==> config.mk <==
export PLATFORM = sky130hd
export DESIGN_NAME = tw_cmd_sequencer_flat
export DESIGN_NICKNAME = d
export VERILOG_FILES = /design/src/rtl/tw_pkg.sv /design/src/rtl/tw_cmd_sequencer_if.sv /design/src/rtl/tw_cmd_fifo.sv /design/src/rtl/tw_cmd_sequencer.sv /design/src/flat_wrapper.sv
export SDC_FILE = /design/constraint.sdc
export NUM_CORES = 1
export LEC_CHECK = 0
export CAP_MARGIN = 20
export CORE_MARGIN = 2
export CORE_UTILIZATION = 53
export CTS_BUF_LIST = sky130_fd_sc_hd__clkbuf_4 sky130_fd_sc_hd__clkbuf_8
export CTS_CLUSTER_DIAMETER = 60
export CTS_CLUSTER_SIZE = 14
export DETAILED_ROUTE_END_ITERATION = 10
export PLACE_DENSITY_LB_ADDON = 0.25
export SLEW_MARGIN = 20
export SYNTH_ARGS = -nofsm -noshare
export SYNTH_HDL_FRONTEND = slang
export SYNTH_HIERARCHICAL = 1
export SYNTH_SLANG_ARGS = --single-unit
==> constraint.sdc <==
create_clock -name in_clk -period 4.4 [get_ports in_clk]
set_input_delay 1.1 -clock in_clk [delete_from_list [all_inputs] [get_ports in_clk]]
set_output_delay 1.1 -clock in_clk [all_outputs]
set_load 0.02 [all_outputs]
==> src/rtl/tw_pkg.sv <==
// Definitions shared by the three-wire command sequencer and the serial engine.
package tw_pkg;

    localparam int unsigned TW_ADDR_BITS = 9;
    localparam int unsigned TW_DATA_BITS = 16;

    localparam logic TW_READ  = 1'b0;
    localparam logic TW_WRITE = 1'b1;

    typedef enum logic [1:0] {
        IDLE      = 2'd0,
        ISSUE     = 2'd1,
        WAIT_DONE = 2'd2,
        RESPOND   = 2'd3
    } tw_seq_state_e;

endpackage

==> src/rtl/tw_cmd_sequencer_if.sv <==
// Host-side command/response channels of the three-wire sequencer.
interface tw_cmd_sequencer_if
    import tw_pkg::*;
#(
    parameter int unsigned ADDR_BITS = TW_ADDR_BITS,
    parameter int unsigned DATA_BITS = TW_DATA_BITS
);

    logic                 in_cmd_valid;
    logic                 out_cmd_ready;
    logic                 in_cmd_r_w;
    logic [ADDR_BITS-1:0] in_cmd_addr;
    logic [DATA_BITS-1:0] in_cmd_wr_data;

    logic                 out_rsp_valid;
    logic                 in_rsp_ready;
    logic [DATA_BITS-1:0] out_rsp_data;
    logic [ADDR_BITS-1:0] out_rsp_addr;
    logic                 out_rsp_err;

    // Host side: issues commands, consumes responses.
    modport master (
        output in_cmd_valid, in_cmd_r_w, in_cmd_addr, in_cmd_wr_data, in_rsp_ready,
        input  out_cmd_ready, out_rsp_valid, out_rsp_data, out_rsp_addr, out_rsp_err
    );

    // Sequencer side.
    modport slave (
        input  in_cmd_valid, in_cmd_r_w, in_cmd_addr, in_cmd_wr_data, in_rsp_ready,
        output out_cmd_ready, out_rsp_valid, out_rsp_data, out_rsp_addr, out_rsp_err
    );

endinterface

==> src/rtl/tw_cmd_fifo.sv <==
// Synchronous command FIFO; pointers carry one extra wrap bit to separate full from empty.
module tw_cmd_fifo #(
    parameter int unsigned WIDTH = 26,
    parameter int unsigned DEPTH = 4
) (
    input  logic                   in_clk,
    input  logic                   in_rst,
    input  logic                   in_push,
    input  logic [WIDTH-1:0]       in_push_data,
    input  logic                   in_pop,
    output logic [WIDTH-1:0]       out_pop_data,
    output logic                   out_full,
    output logic                   out_empty,
    output logic [$clog2(DEPTH):0] out_level
);

    localparam int unsigned IDX_BITS = $clog2(DEPTH);

    logic [IDX_BITS:0]   wr_ptr_q, rd_ptr_q, level_q;
    logic [WIDTH-1:0]    mem_q [DEPTH];
    logic                push_en, pop_en;
    logic [IDX_BITS-1:0] wr_idx, rd_idx;

    assign wr_idx    = wr_ptr_q[IDX_BITS-1:0];
    assign rd_idx    = rd_ptr_q[IDX_BITS-1:0];
    assign out_full  = (wr_ptr_q[IDX_BITS] != rd_ptr_q[IDX_BITS]) && (wr_idx == rd_idx);
    assign out_empty = (wr_ptr_q == rd_ptr_q);

    // A pop frees the head slot in the same cycle, so a full FIFO may take a push alongside it.
    assign push_en = in_push && (!out_full || in_pop);
    assign pop_en  = in_pop && !out_empty;

    assign out_pop_data = mem_q[rd_idx];
    assign out_level    = level_q;

    always_ff @(posedge in_clk or posedge in_rst) begin
        if (in_rst) begin
            wr_ptr_q <= '0;
            rd_ptr_q <= '0;
            level_q  <= '0;
        end else begin
            if (push_en) wr_ptr_q <= wr_ptr_q + 1'b1;
            if (pop_en)  rd_ptr_q <= rd_ptr_q + 1'b1;
            case ({push_en, pop_en})
                2'b10:   level_q <= level_q + 1'b1;
                2'b01:   level_q <= level_q - 1'b1;
                default: level_q <= level_q;
            endcase
        end
    end

    always_ff @(posedge in_clk) begin
        if (push_en) mem_q[wr_idx] <= in_push_data;
    end

endmodule

==> src/rtl/tw_cmd_sequencer.sv <==
// Buffers host commands and runs them one at a time on the three-wire serial engine.
// Optional per-phase handshake timeout: define TW_SEQ_TIMEOUT_EN.
module tw_cmd_sequencer
    import tw_pkg::*;
#(
    parameter int unsigned ADDR_BITS      = TW_ADDR_BITS,
    parameter int unsigned DATA_BITS      = TW_DATA_BITS,
    parameter int unsigned FIFO_DEPTH     = 4,
    parameter int unsigned TIMEOUT_CYCLES = 255
) (
    input  logic                        in_clk,
    input  logic                        in_rst,
    tw_cmd_sequencer_if.slave           bus,
    output logic                        out_tw_r_w,
    output logic [ADDR_BITS-1:0]        out_tw_addr,
    output logic [DATA_BITS-1:0]        out_tw_wr_data,
    output logic                        out_tw_start,
    input  logic                        in_tw_busy,
    input  logic [DATA_BITS-1:0]        in_tw_rd_data,
    output logic [$clog2(FIFO_DEPTH):0] out_fifo_level
);

    localparam int unsigned CMD_BITS = 1 + ADDR_BITS + DATA_BITS;

    if (FIFO_DEPTH < 2 || (FIFO_DEPTH & (FIFO_DEPTH - 1)) != 0 || TIMEOUT_CYCLES == 0)
    begin : g_bad_param
        $error("tw_cmd_sequencer: FIFO_DEPTH must be a power of two >= 2, TIMEOUT_CYCLES > 0");
    end

    tw_seq_state_e state_q, state_d;

    logic                 tw_r_w_q, tw_r_w_d;
    logic [ADDR_BITS-1:0] tw_addr_q, tw_addr_d;
    logic [DATA_BITS-1:0] tw_wr_data_q, tw_wr_data_d;
    logic                 tw_start_q, tw_start_d;

    logic                 rsp_valid_q, rsp_valid_d;
    logic [DATA_BITS-1:0] rsp_data_q, rsp_data_d;
    logic [ADDR_BITS-1:0] rsp_addr_q, rsp_addr_d;
    logic                 rsp_err_q, rsp_err_d;

    logic                 fifo_push, fifo_pop, fifo_full, fifo_empty;
    logic [CMD_BITS-1:0]  fifo_rd_data;
    logic                 tmo_expired;

    assign bus.out_cmd_ready = !fifo_full;
    assign fifo_push         = bus.in_cmd_valid && !fifo_full;

    tw_cmd_fifo #(
        .WIDTH (CMD_BITS),
        .DEPTH (FIFO_DEPTH)
    ) u_fifo (
        .in_clk       (in_clk),
        .in_rst       (in_rst),
        .in_push      (fifo_push),
        .in_push_data ({bus.in_cmd_r_w, bus.in_cmd_addr, bus.in_cmd_wr_data}),
        .in_pop       (fifo_pop),
        .out_pop_data (fifo_rd_data),
        .out_full     (fifo_full),
        .out_empty    (fifo_empty),
        .out_level    (out_fifo_level)
    );

`ifdef TW_SEQ_TIMEOUT_EN
    localparam int unsigned TMO_BITS = $clog2(TIMEOUT_CYCLES + 1);

    logic [TMO_BITS-1:0] tmo_cnt_q;

    // Reloaded on every entry to a handshake phase; expiry lands TIMEOUT_CYCLES after entry.
    always_ff @(posedge in_clk or posedge in_rst) begin
        if (in_rst) begin
            tmo_cnt_q <= '0;
        end else if (state_d != state_q && (state_d == ISSUE || state_d == WAIT_DONE)) begin
            tmo_cnt_q <= TMO_BITS'(TIMEOUT_CYCLES);
        end else if (tmo_cnt_q != '0) begin
            tmo_cnt_q <= tmo_cnt_q - 1'b1;
        end
    end

    assign tmo_expired = (tmo_cnt_q <= TMO_BITS'(1));
`else
    assign tmo_expired = 1'b0;
`endif

    always_comb begin
        state_d      = state_q;
        tw_r_w_d     = tw_r_w_q;
        tw_addr_d    = tw_addr_q;
        tw_wr_data_d = tw_wr_data_q;
        tw_start_d   = tw_start_q;
        rsp_valid_d  = rsp_valid_q;
        rsp_data_d   = rsp_data_q;
        rsp_addr_d   = rsp_addr_q;
        rsp_err_d    = rsp_err_q;
        fifo_pop     = 1'b0;

        unique case (state_q)
            IDLE: begin
                if (!fifo_empty) begin
                    fifo_pop                               = 1'b1;
                    {tw_r_w_d, tw_addr_d, tw_wr_data_d}    = fifo_rd_data;
                    tw_start_d                             = 1'b1;
                    state_d                                = ISSUE;
                end
            end
            // The engine samples start only every few clocks, so hold it until busy shows.
            ISSUE: begin
                if (in_tw_busy) begin
                    tw_start_d = 1'b0;
                    state_d    = WAIT_DONE;
                end else if (tmo_expired) begin
                    tw_start_d  = 1'b0;
                    rsp_valid_d = 1'b1;
                    rsp_data_d  = '0;
                    rsp_addr_d  = tw_addr_q;
                    rsp_err_d   = 1'b1;
                    state_d     = RESPOND;
                end
            end
            WAIT_DONE: begin
                if (!in_tw_busy) begin
                    rsp_valid_d = 1'b1;
                    rsp_data_d  = (tw_r_w_q == TW_READ) ? in_tw_rd_data : '0;
                    rsp_addr_d  = tw_addr_q;
                    rsp_err_d   = 1'b0;
                    state_d     = RESPOND;
                end else if (tmo_expired) begin
                    rsp_valid_d = 1'b1;
                    rsp_data_d  = '0;
                    rsp_addr_d  = tw_addr_q;
                    rsp_err_d   = 1'b1;
                    state_d     = RESPOND;
                end
            end
            RESPOND: begin
                if (bus.in_rsp_ready) begin
                    rsp_valid_d = 1'b0;
                    state_d     = IDLE;
                end
            end
            default: state_d = IDLE;
        endcase
    end

    always_ff @(posedge in_clk or posedge in_rst) begin
        if (in_rst) begin
            state_q      <= IDLE;
            tw_r_w_q     <= 1'b0;
            tw_addr_q    <= '0;
            tw_wr_data_q <= '0;
            tw_start_q   <= 1'b0;
            rsp_valid_q  <= 1'b0;
            rsp_data_q   <= '0;
            rsp_addr_q   <= '0;
            rsp_err_q    <= 1'b0;
        end else begin
            state_q      <= state_d;
            tw_r_w_q     <= tw_r_w_d;
            tw_addr_q    <= tw_addr_d;
            tw_wr_data_q <= tw_wr_data_d;
            tw_start_q   <= tw_start_d;
            rsp_valid_q  <= rsp_valid_d;
            rsp_data_q   <= rsp_data_d;
            rsp_addr_q   <= rsp_addr_d;
            rsp_err_q    <= rsp_err_d;
        end
    end

    assign out_tw_r_w        = tw_r_w_q;
    assign out_tw_addr       = tw_addr_q;
    assign out_tw_wr_data    = tw_wr_data_q;
    assign out_tw_start      = tw_start_q;
    assign bus.out_rsp_valid = rsp_valid_q;
    assign bus.out_rsp_data  = rsp_data_q;
    assign bus.out_rsp_addr  = rsp_addr_q;
    assign bus.out_rsp_err   = rsp_err_q;

endmodule

==> src/flat_wrapper.sv <==
// flat-port wrapper written by rule: the top's interface ports become plain ports
module tw_cmd_sequencer_flat import tw_pkg::*;
#(
    parameter int unsigned ADDR_BITS      = TW_ADDR_BITS,
    parameter int unsigned DATA_BITS      = TW_DATA_BITS,
    parameter int unsigned FIFO_DEPTH     = 4,
    parameter int unsigned TIMEOUT_CYCLES = 255
)
  (in_clk, in_rst, out_tw_r_w, out_tw_addr, out_tw_wr_data, out_tw_start, in_tw_busy, in_tw_rd_data, out_fifo_level, bus_in_cmd_valid, bus_in_cmd_r_w, bus_in_cmd_addr, bus_in_cmd_wr_data, bus_in_rsp_ready, bus_out_cmd_ready, bus_out_rsp_valid, bus_out_rsp_data, bus_out_rsp_addr, bus_out_rsp_err);
  tw_cmd_sequencer_if #(.ADDR_BITS(ADDR_BITS), .DATA_BITS(DATA_BITS)) bus_i ();
  input  logic in_clk;
  input  logic in_rst;
  output logic out_tw_r_w;
  output logic [ADDR_BITS-1:0] out_tw_addr;
  output logic [DATA_BITS-1:0] out_tw_wr_data;
  output logic out_tw_start;
  input  logic in_tw_busy;
  input  logic [DATA_BITS-1:0] in_tw_rd_data;
  output logic [$clog2(FIFO_DEPTH):0] out_fifo_level;
  input wire logic [$bits(bus_i.in_cmd_valid)-1:0] bus_in_cmd_valid;
  input wire logic [$bits(bus_i.in_cmd_r_w)-1:0] bus_in_cmd_r_w;
  input wire logic [$bits(bus_i.in_cmd_addr)-1:0] bus_in_cmd_addr;
  input wire logic [$bits(bus_i.in_cmd_wr_data)-1:0] bus_in_cmd_wr_data;
  input wire logic [$bits(bus_i.in_rsp_ready)-1:0] bus_in_rsp_ready;
  output wire logic [$bits(bus_i.out_cmd_ready)-1:0] bus_out_cmd_ready;
  output wire logic [$bits(bus_i.out_rsp_valid)-1:0] bus_out_rsp_valid;
  output wire logic [$bits(bus_i.out_rsp_data)-1:0] bus_out_rsp_data;
  output wire logic [$bits(bus_i.out_rsp_addr)-1:0] bus_out_rsp_addr;
  output wire logic [$bits(bus_i.out_rsp_err)-1:0] bus_out_rsp_err;
  assign bus_i.in_cmd_valid = bus_in_cmd_valid;
  assign bus_i.in_cmd_r_w = bus_in_cmd_r_w;
  assign bus_i.in_cmd_addr = bus_in_cmd_addr;
  assign bus_i.in_cmd_wr_data = bus_in_cmd_wr_data;
  assign bus_i.in_rsp_ready = bus_in_rsp_ready;
  assign bus_out_cmd_ready = bus_i.out_cmd_ready;
  assign bus_out_rsp_valid = bus_i.out_rsp_valid;
  assign bus_out_rsp_data = bus_i.out_rsp_data;
  assign bus_out_rsp_addr = bus_i.out_rsp_addr;
  assign bus_out_rsp_err = bus_i.out_rsp_err;
  tw_cmd_sequencer #(.ADDR_BITS(ADDR_BITS), .DATA_BITS(DATA_BITS), .FIFO_DEPTH(FIFO_DEPTH), .TIMEOUT_CYCLES(TIMEOUT_CYCLES)) u_core (.in_clk(in_clk), .in_rst(in_rst), .bus(bus_i), .out_tw_r_w(out_tw_r_w), .out_tw_addr(out_tw_addr), .out_tw_wr_data(out_tw_wr_data), .out_tw_start(out_tw_start), .in_tw_busy(in_tw_busy), .in_tw_rd_data(in_tw_rd_data), .out_fifo_level(out_fifo_level));
endmodule
Word-level counts from Yosys, hierarchy flattened:

Memories as Yosys holds them, arrays and structs flattened. A register that Yosys moved wholly into a read port is not among the register bits.
Cells that the tools add are included.
W data, S select, Z words.

* register bits after elaboration: 38
* RAM bits: 104
* bits of input ports: 47
* output and inout port bits: 58
* memories kept: 1

* $add $sub $neg: 4
* equal/unequal tests: 12
* mux-type cells: 17
* bitwise logic cells: 2
* reductions and logical operators: 16

Memory list
* u_core.u_fifo.mem_q: depth 4, width 26, rd ports 1, clocked after memory_dff 1, write ports 1, line tw_cmd_fifo.sv:20 `logic [WIDTH-1:0] mem_q [DEPTH];`

Operators by type and width (count)
* $mux W16: 1
* $add A3 B1 Y3 const B: 3
* $mux W1: 8
* $mux W2: 4
* $ne A2 B2 Y1 const B: 4
* $pmux W2 S4: 1
* $eq A2 B2 Y1 const B: 3
* $pmux W3 S2: 1
* $reduce_and A3 Y1: 2
* $reduce_bool A2 Y1: 3
* $eq A2 B1 Y1 const B: 2
* $logic_and A1 B1 Y1: 4
* $pmux W1 S2: 2
* $reduce_and A2 Y1: 2
* $reduce_and A4 Y1: 1
* $eq A3 B3 Y1: 1
* $sub A3 B1 Y3 const B: 1
* $eq A2 B2 Y1: 1
* $logic_not A1 Y1: 2
* $logic_not A2 Y1: 1
* $not A1 Y1: 2
* $logic_or A1 B1 Y1: 1
* $ne A1 B1 Y1: 1

Depth between registers and ports, before layout:

Gate-level depths: netlist of run 1.

* depth after elaboration: 7
* gate-level depth with buffers: 16
* gate-level depth less buffers: 12

Modules after synthesis:

Netlist of run 1, hierarchy kept.

By module, submodules not included
* tw_cmd_fifo: instances 1, cells each 198, area an instance 4395.5 µm², seq. area each 3348.2 µm²
* tw_cmd_sequencer: instances 1, cells each 185, area an instance 2488.6 µm², seq. area each 1376.3 µm²

Least setup slack after synthesis of run 1:

OpenSTA, ideal clock, no wires.

* path type: register -> register
* start point: reg u_core.u_fifo.rd_ptr_q[0]
* end point: mem u_core.u_fifo.mem_q[0][0] (enable)
* setup time: 0.409 ns
* data arrival time: 3.087 ns
* required time: 3.991 ns
* slack: 0.904 ns
* stages on the path, launching flop included: 11
* path buffers: 4
* path through: dfrtp_1 > buf_6 > xor2_2 > or2_2 > nor2_1 > nor2b_1 > buf_6 > buf_12 > clkbuf_1 > o41ai_4 > nor2_1

* longest elaborated chain between the ends: 7

Ends and longest elaborated chain
* start, declared: line tw_cmd_fifo.sv:19 `logic [IDX_BITS:0] wr_ptr_q, rd_ptr_q, level_q;`
* start signal, assigned: line tw_cmd_fifo.sv:43 `if (pop_en) rd_ptr_q <= rd_ptr_q + 1'b1;`
* $eq A3 B3 Y1: line tw_cmd_fifo.sv:27 `assign out_empty = (wr_ptr_q == rd_ptr_q);`
* net u_core.fifo_empty: line tw_cmd_sequencer.sv:42 `logic fifo_push, fifo_pop, fifo_full, fifo_empty;`
* $mux W1: line tw_cmd_sequencer.sv:99 `if (!fifo_empty) begin`
* $mux W1: line tw_cmd_sequencer.sv:97 `unique case (state_q)`
* net u_core.fifo_pop: line tw_cmd_sequencer.sv:42
* $logic_or A1 B1 Y1: line tw_cmd_fifo.sv:30 `assign push_en = in_push && (!out_full || in_pop);`
* $logic_and A1 B1 Y1: line tw_cmd_fifo.sv:30
* $mux W1: line tw_cmd_fifo.sv:53 `if (push_en) mem_q[wr_idx] <= in_push_data;`
* $mux W1 (not written as such): line tw_cmd_fifo.sv:53
* end, declared: line tw_cmd_fifo.sv:20

The timed path passes the listed nets, and every way through them passes these cells.

Worst setup path in the final report of run 1:

* start point: reg u_core.u_fifo.wr_ptr_q[1]
* end point: reg u_core.u_fifo.level_q[2] (netlist: u_core/u_fifo/out_level[2])

* longest elaborated chain between the ends: 7

Ends and longest elaborated chain
* start, declared: line tw_cmd_fifo.sv:19
* start signal, assigned: line tw_cmd_fifo.sv:42 `if (push_en) wr_ptr_q <= wr_ptr_q + 1'b1;`
* $eq A3 B3 Y1 *: line tw_cmd_fifo.sv:27
* net u_core.fifo_empty: line tw_cmd_sequencer.sv:42
* $mux W1: line tw_cmd_sequencer.sv:99
* $mux W1: line tw_cmd_sequencer.sv:97
* $logic_or A1 B1 Y1: line tw_cmd_fifo.sv:30
* $logic_and A1 B1 Y1: line tw_cmd_fifo.sv:30
* $eq A2 B1 Y1 or $eq A2 B2 Y1 (tied branches): line tw_cmd_fifo.sv:44 `case ({push_en, pop_en})`
* $pmux W3 S2 or $reduce_bool A2 Y1 (tied branches)
* end signal, assigned: line tw_cmd_fifo.sv:45 `2'b10: level_q <= level_q + 1'b1;`
* end signal, assigned: line tw_cmd_fifo.sv:46 `2'b01: level_q <= level_q - 1'b1;`
* end signal, assigned: line tw_cmd_fifo.sv:47 `default: level_q <= level_q;`
* end, declared: line tw_cmd_fifo.sv:19

The timed path passes the listed nets; every way through them passes the cells marked *.
A chain may end at the register's enable or synchronous reset.

==> impl_metrics.py, run 1 <==
metrics = {
    "critical_path": {
        "worstPathArrival_ps": 3810,
        "critical_path_buf_inv_count": 1,
        "path_class": "reg -> reg",
        "reg2reg_slack_ps": 960,
        "worstSetupEndpointType": "register",
        "crit_slowest_cell": "o41ai_4",
        "rr_startpoint": "u_core/u_fifo/wr_ptr_q[1]",
        "path_cells": "xor2_4, or2_2, nor2_1, nor2b_4, o41ai_4, ha_1, inv_1, fa_1, xor2_1, nor2_1, xor2_1",
        "crit_path_max_incr_delay_ps": 760,
        "reg2reg_to": "u_core/u_fifo/out_level[2]",
        "rr_worst_depth": 11,
        "start_kind": "register",
        "cp_data_required_time_ps": 4770,
        "critPathMaxFanout": 7,
        "critPathTopFamily": "simple AND/OR/NAND/NOR gates",
    },
    "min_path": {
        "hold_class": "reg -> reg",
        "whs_endpoint": "u_core/u_fifo/out_level[2]",
        "whs_path_depth": 1,
        "hold_start": "u_core/u_fifo/out_level[2]",
    },
    "synth": {
        "synth.largest_area_cell": "edfxtp_1",
        "ys_seq_area_share_pct": 68.6,
        "synth_fp_nets": 445,
        "synth-compound-area-share_pct": 2.49,
        "ys_ff_latch": 168,
        "postSynthAreaPerCell_um2": 18.0,
        "syn_area_mm2": 0.00688,
        "synthTopCellsByCount": "104 x edfxtp_1, 64 x dfrtp_1, 28 x mux2_4",
        "ys_dominant_reg_cell": "edfxtp_1",
        "synth_top_family_by_area": "multiplexers",
        "synth_cell_types": 43,
        "synth_enable_flop_cells": 104,
        "synth_fa_ha_area_share_pct": 2.84,
        "synth.top_cell.area_share_pct": 45.4,
        "synth_cells": 383,
        "muxShareOfSynthArea_pct": 16.6,
        "async_reset_ff_share_pct": 38.1,
        "synth.top_cells.by_area": "edfxtp_1 45%, dfrtp_1 23%, mux4_2 8.5%",
        "synth_simple_gate_area_share_pct": 4.98,
        "synthXorXnorAreaFrac_pct": 1.53,
        "synth_warnings": 6,
        "yosysMostFrequentCell": "edfxtp_1",
    },
    "cts": {
        "htreeDepth": 4,
        "clk_pin_slew_ps": 80,
        "post-cts-setup-buffers": 0,
        "cts.sinks": 168,
        "cts_tree": "built",
        "cts_hold_buf": 0,
        "numCtsBuffers": 17,
        "clkLatencyLatePin_ps": 450,
        "post_cts_resized": 0,
        "cts_max_path_buffers": 2,
        "cts_root_buf": "clkbuf_8",
    },
    "placed_design": {
        "portBuffers": 103,
        "pre_cts_ws_ps": 946,
        "dpl.cell_count": 646,
        "dp_hpwl_um": 7830,
        "place_congestion": 0.762,
    },
    "drt": {
        "wire_per_inst_um": 18.4,
        "drc_errors": 0,
        "viasPerCell": 5.32,
        "dr.pass1.iters": 4,
        "routed_wl_um": 12500,
        "vias": 3606,
        "initialDrtViolationCount": 232,
        "detail-route-antenna-nets": 0,
    },
    "global_routing": {
        "gr-total-overflow": 0,
        "antenna_found_initial": 0,
        "use_met2_pct": 31.5,
        "busiest_layer": "met2",
        "met3_usage_pct": 4.99,
        "met1_usage_pct": 23.8,
        "grt_max_degree": 42,
        "grt_pass1_vias": 3737,
        "grt_pass1_wl_um": 19700,
        "track_usage_pct": 19.0,
    },
    "finish": {
        "final_util_pct": 67.3,
        "drive_gt1_share_pct": 22.5,
        "nets": 555,
        "stdcell_count": 678,
        "syn_to_final_growth_pct": 23.9,
        "diodes": 0,
    },
    "power": {
        "p_sw_share_pct": 32.9,
        "peakVddDrop_mv": 0.450,
        "pwr-share-seq_pct": 38.6,
        "pwr-share-clk_pct": 19.2,
        "leakage_nw": 3.23,
        "p_sw_w": 0.00216,
        "power_density_mw_per_mm2": 768,
        "p_int_w": 0.00440,
        "p_comb_share_pct": 42.2,
    },
    "sta": {
        "slew_headroom_pct": 40.1,
        "min_period_over_period_pct": 78.3,
        "worst_slew_pin_slew_ps": 896,
        "max_freq_mhz": 290,
        "finalCriticalPeriod_ps": 3440,
        "finalHoldViolCount": 0,
        "fin_setup_tns_ps": 0,
        "drv_slew": 0,
        "setup_violations": 0,
        "worst_slack_ps": 957,
        "rsz0062_at_grt": "no",
        "skew_ps": 7.53,
    },
    "floorplan": {
        "core_area_mm2": 0.0127,
        "start_util_pct": 54.3,
        "die_h_um": 118,
        "die-area_mm2": 0.0139,
        "rows": 41,
        "num_io_pins": 105,
        "die_w_um": 118,
    },
    "run_status": {
        "status": "finished, final reports clean",
    },
    "flow_run": {
        "cap_violations": 0,
    },
}
-- placed cells by master, fill, tap and decap left out, drive strengths merged, types with 5 or more instances in the layout --
master and instances:
buf 5, bufinv 5, clkbuf 24, clkdlybuf4s50 103
dfrtp 64, edfxtp 104, ha 14, inv 15
mux2 39, mux4 26, nand2 25, nand2b 19
nor2 9, o21ai 17, xor2 5
-- power by group through the flow --
stage	Sequential, W	Clock (W)	Combinational (W)
after global routing	0.00259	0.00134	0.00295
after CTS	0.00254	0.00129	0.00280
after global placement	0.00253	0	0.00272
final	0.00253	0.00126	0.00276
after detailed placement	0.00257	0	0.00277
after floorplan	0.00278	0	0.00167
-- cells by family (layout without fill, tap and decap cells) --
family	after synthesis	count (layout)
multiplexers	66	66
flip-flops	168	168
XOR/XNOR	9	9
adder cells (fa/ha/maj)	15	15
other	1	1
AO/OA/AOI/OAI	26	26
AND/OR/NAND/NOR	66	66
buffers and inverters	32	155
-- state kept, by name (all words and copies together), names as in the netlist, 2 cells and up --
| signal | cells |
|---|---|
| u_core/u_fifo/mem_q | 104 |
| u_core/bus.out_rsp_data | 16 |
| u_core/out_tw_wr_data | 16 |
| u_core/bus.out_rsp_addr | 9 |
| u_core/out_tw_addr | 9 |
| u_core/u_fifo/out_level | 3 |
| u_core/u_fifo/rd_ptr_q | 3 |
| u_core/u_fifo/wr_ptr_q | 3 |
| u_core/state_q | 2 |
-- per-layer routing --
metal / up-vias / share of wire (%)
li1: 1638 / -
met1: 1839 / 44
met2: 110 / 50
met3: 19 / 4.7
met4: 0 / 1.5
met5: - / 0
-- worst max path at each step --
stage	to	cells after the start	from
6_report	u_core/u_fifo/out_level[2]	11	u_core/u_fifo/wr_ptr_q[1]
5_1_grt	u_core/u_fifo/out_level[2]	11	u_core/u_fifo/wr_ptr_q[1]
4_1_cts	u_core/u_fifo/out_level[2]	11	u_core/u_fifo/wr_ptr_q[1]
3_5_place_dp	u_core/u_fifo/out_level[2]	11	u_core/u_fifo/wr_ptr_q[1]
3_3_place_gp	u_core/u_fifo/out_level[2]	11	u_core/u_fifo/wr_ptr_q[1]
2_1_floorplan	u_core/u_fifo/mem_q[0][0]	10	u_core/u_fifo/rd_ptr_q[0]
-- metrics by stage --
step / area, µm² / hold WS, ps / total power (W)
CTS: 8530 / 485 / 0.00662
global route: 8530 / 499 / 0.00688
global placement: 8060 / 466 / 0.00526
finish: 8530 / 482 / 0.00655
floorplan: 6880 / 549 / 0.00445
detailed placement: 8060 / 467 / 0.00534
-- final cells by class --
class	instances	area, µm²
multi-input combinational	183	2000
clock inverter	8	170
sequential	168	4730
clock buffer	24	299
fill	876	4140
timing repair buffer	108	1070
tap	172	215
inverter	15	56.3
Power figures use the tool's default switching activity.
==> run 2, diff against run 1 <==
- clock period: 4.4 -> 3.26 ns (I/O delays scaled with it)
==> run 2 against run 1 <==
  * Via count is 0.28% higher
  * Wire length shrank 1.5%
  * Worst setup slack worse by 710 ps
  * Die area is the same
  * Worst hold slack gained 3.6 ps
  * Total power up 32%
  * Non-clock buffer count increased by 8
  * Cell area is 0.18% lower
  * Clock power grew 9.5%
  * Clock-buffer cell count is 5 lower
  * Highest routed layer unchanged
==> impl_metrics.py, run 2 (same netlist as run 1, synthesis figures left out) <==
metrics = {
    "finish": {
        "top_register": "u_core/u_fifo/mem_q",
        "largest_reg_flops": 104,
        "drive_gt1_share_pct": 23.9,
        "stdcell_count": 686,
        "diodes": 0,
        "final_common_cell": "edfxtp_1",
        "layout_common_cells": "104 x edfxtp_1, 103 x clkdlybuf4s50_1, 62 x dfrtp_1",
        "nets": 563,
        "final_util_pct": 67.2,
        "syn_to_final_growth_pct": 23.7,
        "num-fill-cells": 883,
    },
    "drt": {
        "viasPerCell": 5.27,
        "initialDrtViolationCount": 218,
        "wire_per_inst_um": 17.9,
        "routed_wl_um": 12300,
        "vias": 3616,
        "detail-route-antenna-nets": 0,
        "drc_errors": 0,
        "dr.pass1.iters": 4,
    },
    "sta": {
        "holdWs_ps": 485,
        "setup_violations": 0,
        "skew_ps": 8.54,
        "slew_headroom_pct": 39.8,
        "rsz0062_at_grt": "no",
        "finalCriticalPeriod_ps": 3010,
        "finalHoldViolCount": 0,
        "worst_slew_pin_slew_ps": 901,
        "min_period_over_period_pct": 92.4,
        "max_freq_mhz": 332,
        "drv_slew": 0,
    },
    "cts": {
        "clk_pin_slew_ps": 80,
        "cts.sinks": 168,
        "numCtsBuffers": 17,
        "cts_hold_buf": 0,
        "cts_root_buf": "clkbuf_8",
        "htreeDepth": 4,
        "cts_tree": "built",
        "clkLatencyLatePin_ps": 440,
        "cts_max_path_buffers": 2,
    },
    "placed_design": {
        "dpl.cell_count": 653,
        "place_congestion": 0.782,
        "dp_hpwl_um": 8000,
        "portBuffers": 103,
    },
    "critical_path": {
        "critPathMaxFanout": 5,
        "cp_data_required_time_ps": 2440,
        "rr_worst_depth": 13,
        "critPathTopFamily": "buffers and inverters",
        "path_class": "reg -> out",
        "crit_cells": 5,
        "crit_slowest_cell": "clkdlybuf4s50_1",
        "start_kind": "register",
        "critical_path_buf_inv_count": 2,
        "worstPathArrival_ps": 2200,
        "path_cells": "xor2_4, or2_2, nor2_1, inv_1, clkdlybuf4s50_1",
        "crit_path_max_incr_delay_ps": 530,
        "reg2reg_slack_ps": 370,
        "worstSetupEndpointType": "output pin",
    },
    "global_routing": {
        "antenna_found_initial": 0,
        "track_usage_pct": 19.2,
        "grt_pass1_vias": 3920,
        "grt_max_degree": 56,
        "gr-total-overflow": 0,
        "grt_pass1_wl_um": 20500,
    },
    "floorplan": {
        "num_io_pins": 105,
        "core_area_mm2": 0.0127,
        "rows": 41,
        "die_w_um": 118,
        "die_h_um": 118,
        "die-area_mm2": 0.0139,
        "start_util_pct": 54.3,
    },
    "power": {
        "leakage_nw": 3.22,
        "power_density_mw_per_mm2": 1010,
        "peakVddDrop_mv": 0.483,
    },
    "flow_run": {
        "cap_violations": 0,
    },
    "run_status": {
        "status": "finished, final reports clean",
    },
    "min_path": {
        "whs_path_depth": 1,
        "hold_class": "reg -> reg",
    },
}
## run 2: final cells by class
class                      instances  area, µm²  area share [%]
sequential                       168       4730            55.5
multi-input combinational        183       2000            23.5
timing repair buffer             116       1130            13.3
clock buffer                      19        262            3.07
tap                              172        215            2.53
clock inverter                    13        124            1.45
inverter                          15       56.3           0.661
## run 2: path summary, 6_finish.rpt
kind	start	to
min in group asynchronous	in_rst	u_core/u_fifo/wr_ptr_q[0]
max reg2reg	u_core/u_fifo/wr_ptr_q[1]	u_core/u_fifo/out_level[2]
max in group asynchronous	in_rst	u_core/state_q[1]
min	u_core/u_fifo/out_level[2]	u_core/u_fifo/out_level[2]
min reg2reg	u_core/u_fifo/out_level[2]	u_core/u_fifo/out_level[2]
max	u_core/u_fifo/wr_ptr_q[1]	bus_out_cmd_ready
## run 2: timing repair
item                       in CTS  in global routing
buffers inserted                0                  1
setup endpoints to repair       0                  1
resized for setup               0                  1
## run 2: report_power, final
part           switching [W]  internal, W  total (W)
logic                0.00186      0.00199    0.00385
clock network       0.000730     0.000650    0.00138
registers           0.000369      0.00303    0.00339
## run 2: per-layer routing
layer  vias up  GRT usage, %  share of wire (%)
li1       1658             -                  -
met1      1827          24.2                 44
met2       115          31.7                 50
met3        16          5.91                5.2
met4         0          6.48                1.5
met5         -             0                  0
## run 2: metrics by stage
stage,TNS (ps),power [W],worst slack [ps],area [µm²]
floorplan,-15860,0.00602,-203,6890
CTS,0,0.00871,11.4,8510
global placement,0,0.00719,150,8120
finish,0,0.00863,247,8520
detailed placement,0,0.00731,37.1,8120
global route,0,0.00914,57.8,8520
==> run 3, diff against run 2 <==
- DONT_BUFFER_PORTS: not set -> 1
==> run 3 against run 2 <==
  * Total power decreased by 7.3%
  * Worst hold slack got worse by 270 ps
  * Maximum frequency increased by 7.3%
  * Critical path depth increased by 6
  * Clock skew increased by 4.8 ps
  * Combinational power decreased by 31%
  * Sequential share of layout area increased by 7.5 points
==> impl_metrics.py, run 3 (same netlist as run 1, synthesis figures left out) <==
metrics = {
    "run_status": {
        "status": "finished, final reports clean",
    },
    "sta": {
        "min_period_over_period_pct": 86.1,
        "drv_slew": 0,
        "slew_headroom_pct": 38.8,
        "rsz0062_at_grt": "no",
        "finalHoldViolCount": 0,
        "worst_slew_pin_slew_ps": 915,
        "fin_setup_tns_ps": 0,
        "skew_ps": 13.3,
        "finalCriticalPeriod_ps": 2810,
        "worst_slack_ps": 454,
        "max_freq_mhz": 356,
        "setup_violations": 0,
    },
    "power": {
        "p_sw_share_pct": 34.9,
        "p_int_w": 0.00521,
        "leakage_nw": 2.84,
        "pwr-share-clk_pct": 18.5,
        "p_sw_w": 0.00279,
        "power_density_mw_per_mm2": 1070,
        "peakVddDrop_mv": 0.479,
        "pwr-share-seq_pct": 48.2,
        "p_comb_share_pct": 33.3,
    },
    "placed_design": {
        "dp_hpwl_um": 7500,
        "portBuffers": 0,
        "placed_cell_area_mm2": 0.00710,
        "place_congestion": 0.821,
        "pre_cts_ws_ps": 464,
    },
    "drt": {
        "drc_errors": 0,
        "routed_wl_um": 11500,
        "wire_per_inst_um": 19.8,
        "viasPerCell": 5.47,
        "dr.pass1.iters": 5,
        "vias": 3170,
        "detail-route-antenna-nets": 0,
        "initialDrtViolationCount": 135,
    },
    "global_routing": {
        "grt_pass1_vias": 3444,
        "antenna_found_initial": 0,
        "grt_max_degree": 42,
        "grt_pass1_wl_um": 18600,
        "gr-total-overflow": 0,
        "track_usage_pct": 17.8,
    },
    "critical_path": {
        "critPathMaxFanout": 7,
        "worstSetupEndpointType": "register",
        "crit_slowest_cell": "dfrtp_1",
        "path_cells": "xor2_4, or2_2, nor2_2, nor2b_4, o41ai_4, ha_2, inv_1, fa_1, xor2_1, nor2_1, xor2_1",
        "critPathTopFamily": "simple AND/OR/NAND/NOR gates",
        "crit_path_max_incr_delay_ps": 470,
        "start_kind": "register",
        "path_class": "reg -> reg",
        "path_common_cell": "xor2_1",
        "cp_data_required_time_ps": 3630,
        "critical_path_buf_inv_count": 1,
        "worstPathArrival_ps": 3180,
    },
    "cts": {
        "htreeDepth": 4,
        "clk_pin_slew_ps": 80,
        "cts.sinks": 168,
        "post_cts_resized": 0,
        "cts_tree": "built",
        "cts_max_path_buffers": 2,
        "cts_root_buf": "clkbuf_8",
        "clkLatencyLatePin_ps": 440,
        "cts_hold_buf": 0,
        "numCtsBuffers": 17,
        "post-cts-setup-buffers": 0,
    },
    "finish": {
        "num-fill-cells": 953,
        "top_register": "u_core/u_fifo/mem_q",
        "final_util_pct": 59.2,
        "nets": 457,
        "diodes": 0,
        "stdcell_area_mm2": 0.00751,
        "drive_gt1_share_pct": 29.4,
        "largest_reg_flops": 104,
        "final_common_cell": "edfxtp_1",
        "syn_to_final_growth_pct": 9.03,
        "layout_common_cells": "104 x edfxtp_1, 63 x dfrtp_1, 28 x mux2_4",
    },
    "min_path": {
        "hold_class": "in -> async",
    },
    "flow_run": {
        "cap_violations": 0,
    },
    "floorplan": {
        "die_h_um": 118,
        "rows": 41,
        "start_util_pct": 54.3,
        "die-area_mm2": 0.0139,
        "core_area_mm2": 0.0127,
        "die_w_um": 118,
        "num_io_pins": 105,
    },
}
==> run 3: changes by cell type in the layout (fill, tap and decap cells not counted), moves of 4 or more <==
| cell | before | now |
|---|---|---|
| buf_4 | 12 | 8 |
| clkbuf_4 | 0 | 4 |
| clkdlybuf4s50_1 | 103 | 0 |
| clkinv_2 | 0 | 4 |
| clkinv_4 | 6 | 1 |
==> run 3: area by class of cell <==
type	count	area, µm²	share of cell area [%]
flip-flops and latches	168	4730	63.0
multi-input cells	183	2000	26.7
clock buffers	22	278	3.70
well taps	172	215	2.87
clock inverters	10	130	1.73
repair buffers	10	100	1.33
inverters	15	56.3	0.750
==> run 3: layer usage <==
metal | track usage (%) | routed length (µm) | vias up
li1 | - | - | 1435
met1 | 20.6 | 4510 | 1596
met5 | 0 | 0 | -
met4 | 7.30 | 178 | 0
met2 | 29.6 | 5880 | 125
met3 | 7.17 | 903 | 14
==> run 3: path summary, 6_finish.rpt <==
path / start / end / slack (ps) / cells after the start
setup / recovery: u_core/u_fifo/wr_ptr_q[1] / u_core/u_fifo/out_level[2] / 450 / 11
hold / removal: in_rst / u_core/u_fifo/out_level[0] / 220 / 1
setup reg to reg: u_core/u_fifo/wr_ptr_q[1] / u_core/u_fifo/out_level[2] / 450 / 11
hold reg to reg: u_core/u_fifo/rd_ptr_q[2] / u_core/u_fifo/rd_ptr_q[2] / 610 / 2
max in group asynchronous: in_rst / u_core/bus.out_rsp_data[4] / 2070 / 2
min in group in_clk: bus_in_cmd_addr[0] / u_core/u_fifo/mem_q[2][16] / 460 / 0
==> run 3: worst register-to-register path, stage by stage, from the launching register on <==
cell     delay (ps)
dfrtp_1         470
xor2_4          220
or2_2           360
nor2_2          220
nor2b_4          90
o41ai_4         260
ha_2            260
inv_1            60
fa_1            390
xor2_1          160
nor2_1          110
xor2_1          150
==> run 3: power by group through the flow <==
| stage | registers, W | clock network, W | logic (W) |
|---|---|---|---|
| 5_1_grt | 0.00394 | 0.00161 | 0.00292 |
| 3_3_place_gp | 0.00388 | 0 | 0.00261 |
| 4_1_cts | 0.00387 | 0.00153 | 0.00271 |
| 3_5_place_dp | 0.00391 | 0 | 0.00269 |
| 6_report | 0.00385 | 0.00148 | 0.00267 |
| 2_1_floorplan | 0.00376 | 0 | 0.00226 |
==> run 3: through the flow <==
stage               hold WS (ps)  total power [W]  std cells
finish                       217          0.00800        580
global route                 209          0.00847        580
CTS                          199          0.00810        580
detailed placement           609          0.00660        548
global placement             595          0.00649        548
floorplan                    549          0.00602        383
